File: src/rtl/mdr_mem_ctrl.sv
// rtl/mdr_mem_ctrl.sv - MDR/MAR memory access sequencer with strobe timeout
module mdr_mem_ctrl #(
    parameter int unsigned TIMEOUT = 16
) (
    input  logic clk,
    input  logic clr,
    input  logic rd_req,
    input  logic wr_req,
    input  logic mem_ack,
    output logic MARin,
    output logic MDRin,
    output logic Read,
    output logic mem_rd,
    output logic mem_wr,
    output logic busy,
    output logic done,
    output logic err
);

    typedef enum logic [2:0] {
        S_IDLE    = 3'd0,
        S_ADDR    = 3'd1,
        S_WDATA   = 3'd2,
        S_RD_WAIT = 3'd3,
        S_WR_WAIT = 3'd4,
        S_DONE    = 3'd5
    } state_t;

    localparam logic       OP_RD   = 1'b0;
    localparam logic       OP_WR   = 1'b1;
    localparam logic [7:0] LP_LAST = 8'(TIMEOUT - 1);

    state_t     r_state;
    state_t     w_next;
    logic       r_op;
    logic [7:0] r_wait_cnt;
    logic       r_err;

    logic w_in_wait;
    logic w_wait_last;
    logic w_accept;
    logic w_timeout;

    assign w_in_wait   = (r_state == S_RD_WAIT) || (r_state == S_WR_WAIT);
    assign w_wait_last = (r_wait_cnt == LP_LAST);
    assign w_accept    = (r_state == S_IDLE) && (rd_req || wr_req);
    assign w_timeout   = w_in_wait && !mem_ack && w_wait_last;
    assign err         = r_err;

    // State register; reset returns to IDLE without waiting for a clock edge
    always_ff @(posedge clk or negedge clr) begin
        if (!clr) begin
            r_state <= S_IDLE;
        end else begin
            r_state <= w_next;
        end
    end

    // Next state and outputs; MDRin in RD_WAIT follows mem_ack so MDR loads on the ack edge
    always_comb begin
        w_next = r_state;
        MARin  = 1'b0;
        MDRin  = 1'b0;
        Read   = 1'b0;
        mem_rd = 1'b0;
        mem_wr = 1'b0;
        busy   = 1'b0;
        done   = 1'b0;
        case (r_state)
            S_IDLE: begin
                if (rd_req || wr_req) begin
                    w_next = S_ADDR;
                end
            end
            S_ADDR: begin
                MARin  = 1'b1;
                busy   = 1'b1;
                w_next = (r_op == OP_RD) ? S_RD_WAIT : S_WDATA;
            end
            S_WDATA: begin
                MDRin  = 1'b1;
                busy   = 1'b1;
                w_next = S_WR_WAIT;
            end
            S_RD_WAIT: begin
                mem_rd = 1'b1;
                Read   = 1'b1;
                MDRin  = mem_ack;
                busy   = 1'b1;
                if (mem_ack || w_wait_last) begin
                    w_next = S_DONE;
                end
            end
            S_WR_WAIT: begin
                mem_wr = 1'b1;
                busy   = 1'b1;
                if (mem_ack || w_wait_last) begin
                    w_next = S_DONE;
                end
            end
            S_DONE: begin
                done   = 1'b1;
                w_next = S_IDLE;
            end
            default: begin
                w_next = S_IDLE;
            end
        endcase
    end

    // Operation latch, wait counter (zero outside wait states) and sticky timeout flag
    always_ff @(posedge clk or negedge clr) begin
        if (!clr) begin
            r_op       <= OP_RD;
            r_wait_cnt <= 8'd0;
            r_err      <= 1'b0;
        end else begin
            if (w_accept) begin
                r_op  <= rd_req ? OP_RD : OP_WR;
                r_err <= 1'b0;
            end else if (w_timeout) begin
                r_err <= 1'b1;
            end
            if (w_in_wait && !mem_ack && !w_wait_last) begin
                r_wait_cnt <= r_wait_cnt + 8'd1;
            end else begin
                r_wait_cnt <= 8'd0;
            end
        end
    end

endmodule

File: config.mk
export PLATFORM = sky130hd
export DESIGN_NAME = mdr_mem_ctrl
export DESIGN_NICKNAME = d
export VERILOG_FILES = /design/src/rtl/mdr_mem_ctrl.sv
export SDC_FILE = /design/constraint.sdc
export NUM_CORES = 1
export LEC_CHECK = 0
export CORE_UTILIZATION = 30
export CTS_CLUSTER_SIZE = 20
export DETAILED_ROUTE_END_ITERATION = 8
export GPL_TIMING_DRIVEN = 0
export PLACE_DENSITY_LB_ADDON = 0.1
export SLEW_MARGIN = 20
export SYNTH_ARGS = -nofsm -noshare
export SYNTH_HDL_FRONTEND = slang
export SYNTH_SLANG_ARGS = --single-unit
File: constraint.sdc
create_clock -name clk -period 1.9 [get_ports clk]
set_clock_uncertainty 0.15 [all_clocks]
set_input_delay 0.285 -clock clk [delete_from_list [all_inputs] [get_ports clk]]
set_output_delay 0.285 -clock clk [all_outputs]
set_load 0.02 [all_outputs]
==> results <==
- The ratio of cells with drive above 1 in the final layout is approximately a fifth.
- The signal on the critical path passes through or3b_4, inv_2, buf_4.
- The classification of the worst-slack hold path is input pin to asynchronous set/reset pin.
- The synthesized design contains 0 enable-type register cells.
- The number of ports placed on the die boundary is 13.
- The CTS buffer count is 3.
- The TritonCTS clock tree is built.
- The total iterations of the first detailed-routing run is 4.
- The final layout contains 93 nets.
- The worst-case headroom to the max-slew limit is between 60 and 70%.
- The overall global routing resource usage is approximately an eighth.
- Once placement completed, the tool counted placed cells totaling 108.
- The cell sitting at the root of the clock tree is a clkbuf_4.
- At the end of routability-driven placement, the weighted congestion stood at roughly 0.70.
- The number of synthesis warnings is 0.
- The number of levels in the clock H-tree is 1.
- The via count of the first global-routing pass is between 500 and 600.
- Max-cap violations in this run came to 0.
- The count of vias placed by the detailed router is a little under 600.
- The largest single stage delay on the critical path is 0.46 ns.
- Along the worst path, the maximum fanout reaches 8.
- The initial utilization of the core area, before any placement, comes to 33.37%.
- The starting DRC count in detailed routing is 10.
- Counting every net in the synthesized netlist gives 75.
- The clock reaches the later pin of the worst-skew pair after 0.28 ns.
- The cts-stage hold buffer count is 0.
- The placement row count is 16.
- For this design the static power due to leakage is between 0.3 and 0.4 nW.
- The number of remaining DRC errors is 0.
- STA classifies the critical path startpoint as a flip-flop.
- The number of antenna violations at the first check in global routing is 0.
- Dividing the detail-routed wire length by the instance count gives roughly 12 um.
- After clock tree synthesis, the clock-pin slew on the worst setup and hold paths is ~0.09 ns.
- The required time at the endpoint of the critical path is between 1 and 1.5 ns.
- The die covers roughly 2500 um2.
- The mapped netlist covers around 690 um2.
- Dividing the synthesized area by the synthesized cell count gives 9.973 um2.
- The cell class contributing the biggest share of worst-path delay is flip-flops.
- STA classifies the critical path endpoint as an output port.
- The share of synthesized area occupied by flip-flops and latches is about 47%.
- Dividing the detail-routed via count by the number of cells gives around 5.
- The die width is 49.90 um.
- After layout, the minimum clock period comes to between 1.5 and 2 ns.
- The number of input and output port buffers inserted is 12.
- The critical-path cell with the highest stage delay is dfrtp_2.
- The count of inserted antenna diode cells is 0.
- The number of failing hold endpoints at the final stage was 0.
- The number of cells in the finished layout apart from fillers is 113.
- The synthesized design contains 13 register bits.
- At the pin with the least slew margin, the transition time is between 0.5 and 0.6 ns.
- The highest attainable clock frequency is approximately 540 MHz.
- By area the synthesized netlist is led by dfrtp_1 (47%), a21oi_1 (5.8%), a221oi_4 (3.8%).
- The core region is roughly 2100 um2.
- The share of the synthesized area in the top cell type is roughly 47%.
- The pin count of the biggest net entering global routing is 14.
- Dividing the final minimum period by the clock period gives a little over nine tenths.
- The worst setup path is of the flip-flop to output port kind.
- The clock sink count is 13.
- Summing internal, switching and leakage power gives between 0.001 and 0.0015 W.
- The total of endpoints with negative setup slack in the final report is 0.
- Of all cell types, the one taking the most synthesized area is dfrtp_1.
- For this block, the routed nets add up to approximately 1400 um of wire.
- In this run, distinct cell masters in the synthesized netlist total 32.
- After synthesis, the share of flip-flops with an asynchronous set or reset is between 90% and 100%.
- In the synthesized netlist, the cells that appear most often are dfrtp_1 (13), a21oi_1 (8), inv_1 (7).
- The leading cell type by number of instances after synthesis is dfrtp_1.
- The area added between synthesis and finish is 26.18%.
- For this design the ratio of total power to cell area is about 1200 nW/um2.
- STA puts the critical path data arrival time at 1.40 ns.
- Setup repair after global routing left no endpoint under its margin.
- The count of buffering cells on the critical path with inverters included is 2.
- The run finished with clean final reports.
- The HPWL after detailed placement is 1044 um.
- The first global-routing pass estimated 2484 um of wire.
- The cell count after synthesis came out at between 60 and 70.
- After global routing the overflow that remains totals 0.
- The clock passes through at most 2 buffers.
- The top flip-flop cell by instance count after synthesis is dfrtp_1.
- The total count of max-transition violations in the final report is 0.
- The worst-case IR drop observed on VDD is roughly 0.6 mV.
- The count of nets left with antenna violations once routing finished came out at 0.
- The floorplan step set the die height to approximately 50 um.
## worst paths after layout
path	from	end	slack [ns]	cells after the start
setup / recovery	r_state[0]	mem_wr	0.06	3
hold / removal	clr	r_wait_cnt[7]	0.21	1
setup reg to reg	r_state[0]	r_wait_cnt[7]	0.19	3
hold reg to reg	r_wait_cnt[0]	r_wait_cnt[0]	0.36	1
max in group asynchronous	clr	r_state[1]	0.97	1
min in group clk	r_wait_cnt[0]	r_wait_cnt[0]	0.36	1
## cell type report
type / instances / area [um2]
Tap cell: 27 / 33.78
Inverter: 7 / 26.28
Buffer: 1 / 7.507
Timing Repair Buffer: 13 / 116.4
Sequential cell: 13 / 329.1
Clock buffer: 4 / 26.28
Fill cell: 219 / 1194
Multi-Input combinational cell: 48 / 329.1
## metrics by stage
| step | cell area (um2) | hold slack (ns) | TNS (ns) | worst slack, ns | util [%] |
|---|---|---|---|---|---|
| 4_1_cts | 869.6 | 0.2577 | 0 | 0.008840 | 42.17 |
| 3_5_place_dp | 842.1 | 0.3503 | -0.4440 | -0.2158 | 40.84 |
| 6_report | 868.3 | 0.2147 | 0 | 0.06411 | 42.11 |
| 5_1_grt | 868.3 | 0.2757 | 0 | 0.01306 | 42.11 |
| 3_3_place_gp | 842.1 | 0.3453 | -0.4721 | -0.2232 | 40.84 |
| 2_1_floorplan | 688.2 | -0.1606 | 0 | 0.2823 | - |
## kinds of logic after synthesis
kind of cell / after synthesis / share of synthesized area (%)
simple gates: 23 / 20.91
compound gates: 22 / 22.55
flops: 13 / 47.27
buf+inv: 8 / 4.910
xor+xnor: 2 / 2.546
fa+ha+maj: 1 / 1.818
## repair_timing
action                                  in CTS  in global routing
resized for setup                           15                  5
endpoints found under the setup margin       7                  5
setup buffers                                1                  0
## report_power, final
| part | leakage [nW] | switching (W) | internal (W) |
|---|---|---|---|
| Sequential | 0.171 | 0.0000686 | 0.000330 |
| Combinational | 0.185 | 0.000243 | 0.000208 |
| Clock | 0.0150 | 0.0000992 | 0.0000815 |
## layer usage
layer / share of wire (%) / vias to the layer above / global-route usage, %
li1: - / 288 / -
met2: 43 / 10 / 18.47
met3: 3.1 / 5 / 2.778
met4: 2.4 / 0 / 7.143
met1: 51 / 274 / 18.86
met5: 0 / - / 0
## sequential cells by signal, summed over array words and instances, names as in the netlist
| register | count |
|---|---|
| r_wait_cnt | 8 |
| r_state | 3 |
| err | 1 |
| r_op | 1 |
## cell usage in the layout (no fill, tap or decap), types with 2 or more instances in the layout
master and instances:
or3_1 4, o21ai_0 3, dlygate4sd2_1 3, xnor2_1 2
clkdlybuf4s15_1 2, inv_1 5, inv_2 2, nand2_1 3
dfrtp_2 3, o21ai_1 2, nor2_1 2, clkdlybuf4s50_1 5
nand3_1 2, clkbuf_4 3, buf_4 3, and3_2 2
a21oi_1 8, dfrtp_1 10
Power figures use the tool's default switching activity.
